### src/rtl/clint_if.sv
// Bundles the decode/execute, CSR and ctrl-facing signals of the clint sequencer.
// slave = clint itself, master = the surrounding pipeline/CSR environment.
interface clint_if #(
    parameter int INST_ADDR_W = 32,
    parameter int INT_W       = 8
) ();
    logic [31:0]            inst_i;
    logic [INST_ADDR_W-1:0] inst_addr_i;
    logic                   jump_flag_i;
    logic [INST_ADDR_W-1:0] jump_addr_i;
    logic [INT_W-1:0]       int_flag_i;
    logic                   global_int_en_i;
    logic [INST_ADDR_W-1:0] csr_mtvec_i;
    logic [INST_ADDR_W-1:0] csr_mepc_i;
    logic [INST_ADDR_W-1:0] csr_mstatus_i;
    logic                   hold_flag_o;
    logic                   we_o;
    logic [11:0]            waddr_o;
    logic [INST_ADDR_W-1:0] data_o;
    logic                   int_assert_o;
    logic [INST_ADDR_W-1:0] int_addr_o;

    modport slave (
        input  inst_i, inst_addr_i, jump_flag_i, jump_addr_i, int_flag_i,
        input  global_int_en_i, csr_mtvec_i, csr_mepc_i, csr_mstatus_i,
        output hold_flag_o, we_o, waddr_o, data_o, int_assert_o, int_addr_o
    );

    modport master (
        output inst_i, inst_addr_i, jump_flag_i, jump_addr_i, int_flag_i,
        output global_int_en_i, csr_mtvec_i, csr_mepc_i, csr_mstatus_i,
        input  hold_flag_o, we_o, waddr_o, data_o, int_assert_o, int_addr_o
    );
endinterface

### src/rtl/clint.sv
// clint: core-local exception/interrupt sequencer (mepc, mstatus, mcause writes, then redirect).
// Define CLINT_EBREAK_EN to treat EBREAK as a synchronous exception with cause 3.
module clint #(
    parameter int INST_ADDR_W = 32,
    parameter int INT_W       = 8
) (
    input  logic   clk,
    input  logic   rst,
    clint_if.slave bus
);

    typedef enum logic [2:0] {
        S_IDLE    = 3'd0,
        S_MEPC    = 3'd1,
        S_MSTATUS = 3'd2,
        S_MCAUSE  = 3'd3,
        S_JUMP    = 3'd4,
        S_MRET    = 3'd5
    } state_t;

    localparam logic [31:0]            INST_ECALL  = 32'h0000_0073;
    localparam logic [31:0]            INST_EBREAK = 32'h0010_0073;
    localparam logic [31:0]            INST_MRET   = 32'h3020_0073;
    localparam logic [11:0]            CSR_MSTATUS = 12'h300;
    localparam logic [11:0]            CSR_MEPC    = 12'h341;
    localparam logic [11:0]            CSR_MCAUSE  = 12'h342;
    localparam logic [INST_ADDR_W-1:0] CAUSE_ECALL  = INST_ADDR_W'(11);
    localparam logic [INST_ADDR_W-1:0] CAUSE_EBREAK = INST_ADDR_W'(3);
    localparam logic [INST_ADDR_W-1:0] CAUSE_TIMER  = {1'b1, {(INST_ADDR_W-4){1'b0}}, 3'd7};

    // Trap entry: MPIE takes MIE, MIE is cleared.
    function automatic logic [INST_ADDR_W-1:0] mstatus_trap(input logic [INST_ADDR_W-1:0] s);
        logic [INST_ADDR_W-1:0] r;
        r    = s;
        r[7] = s[3];
        r[3] = 1'b0;
        return r;
    endfunction

    // Trap return: MIE takes MPIE, MPIE is set.
    function automatic logic [INST_ADDR_W-1:0] mstatus_mret(input logic [INST_ADDR_W-1:0] s);
        logic [INST_ADDR_W-1:0] r;
        r    = s;
        r[3] = s[7];
        r[7] = 1'b1;
        return r;
    endfunction

    state_t                 r_state;
    state_t                 w_next_state;
    logic [INST_ADDR_W-1:0] r_epc;
    logic [INST_ADDR_W-1:0] w_epc_next;
    logic [INST_ADDR_W-1:0] r_cause;
    logic [INST_ADDR_W-1:0] w_cause_next;
    logic                   r_tgt_mepc;
    logic                   w_tgt_mepc_next;

    logic [INT_W-1:0]       w_int_flag;
    logic                   w_is_ecall;
    logic                   w_is_ebreak;
    logic                   w_sync_req;
    logic                   w_async_req;
    logic                   w_mret_req;
    logic                   w_idle;

    logic                   w_hold;
    logic                   w_we;
    logic [11:0]            w_waddr;
    logic [INST_ADDR_W-1:0] w_data;
    logic                   w_int_assert;
    logic [INST_ADDR_W-1:0] w_int_addr;

    assign w_int_flag  = bus.int_flag_i;
    assign w_idle      = (r_state == S_IDLE);
    assign w_is_ecall  = (bus.inst_i == INST_ECALL);
`ifdef CLINT_EBREAK_EN
    assign w_is_ebreak = (bus.inst_i == INST_EBREAK);
`else
    assign w_is_ebreak = 1'b0;
`endif
    assign w_sync_req  = w_is_ecall | w_is_ebreak;
    assign w_async_req = (|w_int_flag) & bus.global_int_en_i;
    assign w_mret_req  = (bus.inst_i == INST_MRET);

    // Next-state logic and capture of the trap PC, cause and redirect target select.
    always_comb begin
        w_next_state    = r_state;
        w_epc_next      = r_epc;
        w_cause_next    = r_cause;
        w_tgt_mepc_next = r_tgt_mepc;
        case (r_state)
            S_IDLE: begin
                if (w_sync_req) begin
                    w_next_state = S_MEPC;
                    w_epc_next   = bus.inst_addr_i;
                    if (w_is_ebreak) begin
                        w_cause_next = CAUSE_EBREAK;
                    end else begin
                        w_cause_next = CAUSE_ECALL;
                    end
                end else if (w_async_req) begin
                    w_next_state = S_MEPC;
                    w_cause_next = CAUSE_TIMER;
                    // An interrupt must resume at the redirect target if execute is jumping.
                    if (bus.jump_flag_i) begin
                        w_epc_next = bus.jump_addr_i;
                    end else begin
                        w_epc_next = bus.inst_addr_i;
                    end
                end else if (w_mret_req) begin
                    w_next_state = S_MRET;
                end else begin
                    w_next_state = S_IDLE;
                end
            end
            S_MEPC:    w_next_state = S_MSTATUS;
            S_MSTATUS: w_next_state = S_MCAUSE;
            S_MCAUSE: begin
                w_next_state    = S_JUMP;
                w_tgt_mepc_next = 1'b0;
            end
            S_MRET: begin
                w_next_state    = S_JUMP;
                w_tgt_mepc_next = 1'b1;
            end
            S_JUMP:  w_next_state = S_IDLE;
            default: w_next_state = S_IDLE;
        endcase
    end

    // CSR write port and redirect decode, driven from the registered state only.
    always_comb begin
        w_we         = 1'b0;
        w_waddr      = 12'h000;
        w_data       = {INST_ADDR_W{1'b0}};
        w_int_assert = 1'b0;
        w_int_addr   = {INST_ADDR_W{1'b0}};
        case (r_state)
            S_MEPC: begin
                w_we    = 1'b1;
                w_waddr = CSR_MEPC;
                w_data  = r_epc;
            end
            S_MSTATUS: begin
                w_we    = 1'b1;
                w_waddr = CSR_MSTATUS;
                w_data  = mstatus_trap(bus.csr_mstatus_i);
            end
            S_MCAUSE: begin
                w_we    = 1'b1;
                w_waddr = CSR_MCAUSE;
                w_data  = r_cause;
            end
            S_MRET: begin
                w_we    = 1'b1;
                w_waddr = CSR_MSTATUS;
                w_data  = mstatus_mret(bus.csr_mstatus_i);
            end
            S_JUMP: begin
                w_int_assert = 1'b1;
                if (r_tgt_mepc) begin
                    w_int_addr = bus.csr_mepc_i;
                end else begin
                    w_int_addr = bus.csr_mtvec_i;
                end
            end
            default: begin
                w_we         = 1'b0;
                w_int_assert = 1'b0;
            end
        endcase
    end

    // Hold is raised in the detect cycle itself and forced low while reset is asserted.
    assign w_hold = ~rst & ((w_idle & (w_sync_req | w_async_req | w_mret_req)) | ~w_idle);

    // State and latched trap information; reset abandons any partial sequence.
    always_ff @(posedge clk or posedge rst) begin
        if (rst) begin
            r_state    <= S_IDLE;
            r_epc      <= {INST_ADDR_W{1'b0}};
            r_cause    <= {INST_ADDR_W{1'b0}};
            r_tgt_mepc <= 1'b0;
        end else begin
            r_state    <= w_next_state;
            r_epc      <= w_epc_next;
            r_cause    <= w_cause_next;
            r_tgt_mepc <= w_tgt_mepc_next;
        end
    end

    assign bus.hold_flag_o  = w_hold;
    assign bus.we_o         = w_we;
    assign bus.waddr_o      = w_waddr;
    assign bus.data_o       = w_data;
    assign bus.int_assert_o = w_int_assert;
    assign bus.int_addr_o   = w_int_addr;

endmodule
### src/flat_wrapper.sv
// flat-port wrapper written by rule: the top's interface ports become plain ports
module clint_flat 
#(
    parameter int INST_ADDR_W = 32,
    parameter int INT_W       = 8
)
  (clk, rst, bus_inst_i, bus_inst_addr_i, bus_jump_flag_i, bus_jump_addr_i, bus_int_flag_i, bus_global_int_en_i, bus_csr_mtvec_i, bus_csr_mepc_i, bus_csr_mstatus_i, bus_hold_flag_o, bus_we_o, bus_waddr_o, bus_data_o, bus_int_assert_o, bus_int_addr_o);
  clint_if #(.INST_ADDR_W(INST_ADDR_W), .INT_W(INT_W)) bus_i ();
  input  logic clk;
  input  logic rst;
  input wire logic [$bits(bus_i.inst_i)-1:0] bus_inst_i;
  input wire logic [$bits(bus_i.inst_addr_i)-1:0] bus_inst_addr_i;
  input wire logic [$bits(bus_i.jump_flag_i)-1:0] bus_jump_flag_i;
  input wire logic [$bits(bus_i.jump_addr_i)-1:0] bus_jump_addr_i;
  input wire logic [$bits(bus_i.int_flag_i)-1:0] bus_int_flag_i;
  input wire logic [$bits(bus_i.global_int_en_i)-1:0] bus_global_int_en_i;
  input wire logic [$bits(bus_i.csr_mtvec_i)-1:0] bus_csr_mtvec_i;
  input wire logic [$bits(bus_i.csr_mepc_i)-1:0] bus_csr_mepc_i;
  input wire logic [$bits(bus_i.csr_mstatus_i)-1:0] bus_csr_mstatus_i;
  output wire logic [$bits(bus_i.hold_flag_o)-1:0] bus_hold_flag_o;
  output wire logic [$bits(bus_i.we_o)-1:0] bus_we_o;
  output wire logic [$bits(bus_i.waddr_o)-1:0] bus_waddr_o;
  output wire logic [$bits(bus_i.data_o)-1:0] bus_data_o;
  output wire logic [$bits(bus_i.int_assert_o)-1:0] bus_int_assert_o;
  output wire logic [$bits(bus_i.int_addr_o)-1:0] bus_int_addr_o;
  assign bus_i.inst_i = bus_inst_i;
  assign bus_i.inst_addr_i = bus_inst_addr_i;
  assign bus_i.jump_flag_i = bus_jump_flag_i;
  assign bus_i.jump_addr_i = bus_jump_addr_i;
  assign bus_i.int_flag_i = bus_int_flag_i;
  assign bus_i.global_int_en_i = bus_global_int_en_i;
  assign bus_i.csr_mtvec_i = bus_csr_mtvec_i;
  assign bus_i.csr_mepc_i = bus_csr_mepc_i;
  assign bus_i.csr_mstatus_i = bus_csr_mstatus_i;
  assign bus_hold_flag_o = bus_i.hold_flag_o;
  assign bus_we_o = bus_i.we_o;
  assign bus_waddr_o = bus_i.waddr_o;
  assign bus_data_o = bus_i.data_o;
  assign bus_int_assert_o = bus_i.int_assert_o;
  assign bus_int_addr_o = bus_i.int_addr_o;
  clint #(.INST_ADDR_W(INST_ADDR_W), .INT_W(INT_W)) u_core (.clk(clk), .rst(rst), .bus(bus_i));
endmodule
### config.mk
export PLATFORM = sky130hd
export DESIGN_NAME = clint_flat
export DESIGN_NICKNAME = d
export VERILOG_FILES = /design/src/rtl/clint_if.sv /design/src/rtl/clint.sv /design/src/flat_wrapper.sv
export SDC_FILE = /design/constraint.sdc
export NUM_CORES = 1
export LEC_CHECK = 0
export CORE_AREA = 2 2 110 112
export DETAILED_ROUTE_END_ITERATION = 10
export DIE_AREA = 0 0 112 114
export DONT_BUFFER_PORTS = 1
export GPL_TIMING_DRIVEN = 0
export HOLD_SLACK_MARGIN = 0.15
export PLACE_DENSITY = 0.43
export SYNTH_ARGS = -nofsm -noshare
export SYNTH_HDL_FRONTEND = slang
export SYNTH_SLANG_ARGS = --single-unit
### constraint.sdc
create_clock -name clk -period 5.6 [get_ports clk]
set_input_delay 1.12 -clock clk [delete_from_list [all_inputs] [get_ports clk]]
set_output_delay 1.12 -clock clk [all_outputs]
set_load 0.01 [all_outputs]
Word level (Yosys, flattened, before mapping)
Cells that the tools add are included.
{"block": "totals", "rom_bits": 0, "wordCells": 43, "ramBits": 0, "latchBits": 0, "in_bits": 204, "register_bits": 68, "mem_count": 0}
{"block": "op_classes", "reduce_logical": 8, "n_bitwise": 8, "add_sub_neg": 0, "shifts": 0, "mux": 16, "eq_ne": 7, "mul": 0, "magnitude_cmp": 0, "div": 0}
{"op": "32-bit two-way mux", "count": 7}
{"op": "32-bit case mux with 4 select lines", "count": 1}
{"op": "32-bit by 30-bit equality test with 1-bit output, second input constant", "count": 1}
{"op": "32-bit by 7-bit equality test with 1-bit output, second input constant", "count": 1}
{"op": "10-bit case mux with 3 select lines", "count": 1}
{"op": "3-bit case mux with 4 select lines", "count": 1}
{"op": "3-bit two-way mux", "count": 3}
{"op": "8-bit OR reduction", "count": 1}
{"op": "3-bit by 2-bit equality test with 1-bit output, second input constant", "count": 2}
{"op": "3-bit equality test, second input constant", "count": 2}
{"op": "2-bit nonzero test", "count": 2}
{"op": "2-bit OR reduction", "count": 2}
{"op": "4-bit OR reduction", "count": 1}
{"op": "1-bit bitwise AND", "count": 3}
{"op": "3-bit by 1-bit equality test with 1-bit output, second input constant", "count": 1}
{"op": "3-bit logical NOT", "count": 1}
{"op": "1-bit OR", "count": 3}
{"op": "1-bit two-way mux", "count": 2}
{"op": "1-bit NOT", "count": 2}
{"op": "1-bit case mux with 2 select lines", "count": 1}
{"op": "2-bit AND reduction", "count": 1}

Longest topological paths before layout
{"block": "depth", "ltp_word": 7, "mapped_depth": 7, "depth_no_buf": 5}

Least setup slack after synthesis
No wires, ideal clock.
{"block": "synth_path", "path_type": "input-to-output", "start": "input port bus_inst_i[3]", "end": "output port bus_hold_flag_o", "n_path_buf": 0, "slack_ns": 1.977, "required_ns": 4.480, "cell_stages": 5, "arrival_ns": 2.503, "cell_sequence": "or4b_1 -> nor4_2 -> and2_4 -> o21ai_1 -> a31oi_1"}
{"block": "synth_between", "elab_chain_cells": 6}
{"element": "from (decl)", "line": "flat_wrapper.sv:11", "source": "input wire logic [$bits(bus_i.inst_i)-1:0] bus_inst_i;"}
{"element": "32-bit by 7-bit equality test with 1-bit output", "line": "clint.sv:75", "source": "assign w_is_ecall = (bus.inst_i == INST_ECALL);"}
{"element": "1-bit OR", "line": "clint.sv:175", "source": "assign w_hold = ~rst & ((w_idle & (w_sync_req | w_async_req | w_mret_req)) | ~w_idle);"}
{"element": "1-bit OR *", "line": "clint.sv:175"}
{"element": "1-bit bitwise AND *", "line": "clint.sv:175"}
{"element": "1-bit OR *", "line": "clint.sv:175"}
{"element": "1-bit bitwise AND *", "line": "clint.sv:175"}
{"element": "to (decl)", "line": "flat_wrapper.sv:20", "source": "output wire logic [$bits(bus_i.hold_flag_o)-1:0] bus_hold_flag_o;"}
Every way passes the cells marked *; elsewhere a longest branch is shown, timed or not.

Worst setup path after layout
Same ends and word-level chain as after synthesis.

==> impl_metrics.json <==
{
  "status": "finished clean",
  "crit_fanout": 4,
  "setup_slack_ns": 1.80,
  "p_per_area_nw_per_um2": 487,
  "fin_crit_sh": 0.678,
  "grt_pass1_wl_mm": 15.8,
  "preCtsSetupSlack_ns": 1.76,
  "fin_cells": 510,
  "postCtsHoldBufs": 0,
  "port_buffers": 0,
  "num_antenna_cells": 0,
  "areaGrowthSynthToFinish_pct": 11.6,
  "drc": 0,
  "ir_drop_mv": 0.158,
  "first_pass_iters": 4,
  "die_height_um": 114,
  "antenna_found_initial": 0,
  "fmax_mhz": 263,
  "hold_class": "reg -> reg",
  "synth_seq_cells": 39,
  "switching_power_uw": 751,
  "slew_headroom": 0.459,
  "fin_tns_setup_ns": 0,
  "swShare": 0.434,
  "pwr-share-clk": 0.162,
  "numCtsBuffers": 5,
  "cts_resized": 0,
  "die-area_um2": 12800,
  "ys_seq_area_frac": 0.307,
  "worstSkewPairLatency_ns": 0.28,
  "fillers": 1231,
  "cp.required_ns": 4.48,
  "p_comb_frac": 0.552,
  "rsz0062_at_grt": "false",
  "detailed_place_hpwl_mm": 8.95,
  "grt_pass1_vias": 2765,
  "cp_cell_sequence": "or4b_1 > nor4_2 > and2_4 > o21ai_1 > a31oi_1",
  "track_usage": 0.161,
  "slowest_stage": "or4b_1",
  "async_flop_share": 1.00,
  "row_count": 40,
  "leakage_nw": 1.55,
  "endpoint_kind": "primary output",
  "syn_inst": 348,
  "cts_max_path_buffers": 2,
  "cts-root-buf": "clkbuf_16",
  "p_int_uw": 978,
  "cp-start-kind": "input pin",
  "cts.sinks": 39,
  "synth_area_um2": 3180,
  "placed_cells": 502,
  "synth.distinct_cells": 42,
  "core-area_um2": 11700,
  "die_w_um": 112,
  "max-cap-violations": 0,
  "htree_levels": 2,
  "io_pins": 283,
  "slew_violations": 0,
  "critPathArrivalTime_ns": 2.68,
  "utilization": 0.303,
  "finalSetupViolations": 0,
  "met2_length_mm": 5.59,
  "wl_met1_mm": 4.37,
  "min_period_ns": 3.80,
  "vias": 2765,
  "cts_setup_buffers": 0,
  "finClkSkew_ns": 0.00526,
  "placed_area_um2": 3410,
  "critPathMaxStageDelay_ns": 0.52,
  "drt-initial-drc-count": 73,
  "routed_wl_mm": 11.0,
  "overflow": 0,
  "yosysWarnings": 0,
  "via_per_inst": 5.42,
  "clk_pin_slew_ns": 0.06,
  "cts_tree": "yes",
  "wire_per_inst_um": 21.5,
  "start_util": 0.271,
  "ys.flop_type": "dfrtp_1",
  "synth_edf_count": 0,
  "dr_wl_met3_um": 896,
  "worstSetupPathType": "in -> out",
  "highest-signal-layer": "met4",
  "place.gp.congestion": 0.759,
  "nets": 566,
  "seq_power_share": 0.286,
  "drive_above_1_share": 0.0854,
  "ant_nets": 0,
  "stdcell_area_um2": 3550,
  "grt_max_degree": 24,
  "tightest_slew_ns": 0.805,
  "syn_area_per_cell_um2": 9.14,
  "hold_viol": 0
}
-- area by class of cell --
| class | count | area, um2 | area share |
|---|---|---|---|
| multi-input cells | 267 | 1970 | 0.554 |
| plain buffers | 38 | 223 | 0.0628 |
| well taps | 147 | 184 | 0.0519 |
| inverters | 10 | 37.5 | 0.0106 |
| repair buffers | 1 | 20.0 | 0.00564 |
| clock inverters | 2 | 12.5 | 0.00353 |
| flip-flops and latches | 39 | 976 | 0.275 |
| clock buffers | 6 | 129 | 0.0363 |
-- cells by family after synthesis --
group / Yosys count / synth area share
AO/OA/AOI/OAI: 90 / 0.251
XOR/XNOR: 1 / 0.00276
buffers and inverters: 48 / 0.0819
flip-flops: 39 / 0.307
multiplexers: 64 / 0.201
other: 1 / 0.00118
AND/OR/NAND/NOR: 105 / 0.155
-- through the flow --
stage | power, mW | hold slack, ns
6_report | 1.73 | 0.466
5_1_grt | 1.86 | 0.511
4_1_cts | 1.76 | 0.474
3_5_place_dp | 1.47 | 0.458
3_3_place_gp | 1.46 | 0.459
2_1_floorplan | 1.26 | 0.433
-- cell usage after synthesis, drive strengths merged, types with 2 or more instances --
master | n | area share
mux2i | 64 | 0.20
nor2 | 42 | 0.050
nand2 | 41 | 0.048
dfrtp | 39 | 0.31
o221a | 32 | 0.11
a22o | 26 | 0.072
clkbuf | 20 | 0.024
buf | 18 | 0.046
o21ai | 12 | 0.019
inv | 10 | 0.012
a21oi | 5 | 0.0079
a22oi | 4 | 0.0094
nor4 | 4 | 0.0098
and2 | 3 | 0.0067
nor3 | 3 | 0.0083
or4 | 3 | 0.0071
a31o | 2 | 0.0083
a31oi | 2 | 0.0039
nor2b | 2 | 0.0039
o21a | 2 | 0.0047
-- layout by cell type, fill, tap and decap left out, types with 3 or more instances in the layout --
| cell | instances |
|---|---|
| clkbuf_1 | 21 |
| o21ai_0 | 11 |
| or4_1 | 3 |
| buf_6 | 6 |
| a21oi_1 | 5 |
| o221a_1 | 32 |
| nor4_1 | 3 |
| dfrtp_1 | 39 |
| conb_1 | 7 |
| clkbuf_16 | 5 |
| a22oi_1 | 4 |
| a22o_1 | 26 |
| mux2i_1 | 64 |
| buf_4 | 9 |
| inv_1 | 9 |
| nor2_1 | 42 |
| nand2_1 | 41 |
-- sequential cells by signal (all words and copies together), names as in the netlist --
name	count
u_core.r_cause	3
u_core.r_epc	32
u_core.r_state	3
u_core.r_tgt_mepc	1
-- metal layers --
metal / up-vias / global-route usage
li1: 1310 / -
met1: 1286 / 0.195
met2: 163 / 0.292
met3: 6 / 0.0404
met4: 0 / 0.0309
met5: - / 0
-- critical path, delay by kind of cell --
kind / cells / cell delay, ns
AOI/OAI and AO/OA: 2 / 0.46
and+or+nand+nor: 3 / 1.09
-- path summary, 6_finish.rpt --
check	cells past startpoint	slack [ns]	start	end
min in group asynchronous	1	0.72	rst	u_core.r_epc[15]
worst max-delay path	5	1.80	bus_inst_i[3]	bus_hold_flag_o
worst min register to register	1	0.47	u_core.r_cause[1]	u_core.r_cause[1]
worst min-delay path	1	0.47	u_core.r_cause[1]	u_core.r_cause[1]
max in group asynchronous	2	4.42	rst	u_core.r_epc[6]
worst max register to register	7	3.11	u_core.r_state[2]	u_core.r_epc[25]
-- power groups by stage --
stage,clock network [mW],logic [mW],registers (mW)
floorplan,0,0.793,0.465
global placement,0,0.958,0.497
detailed placement,0,0.975,0.496
CTS,0.290,0.975,0.496
global route,0.302,1.05,0.512
finish,0.279,0.954,0.495
Note: power is estimated with default switching activity, not from simulation.
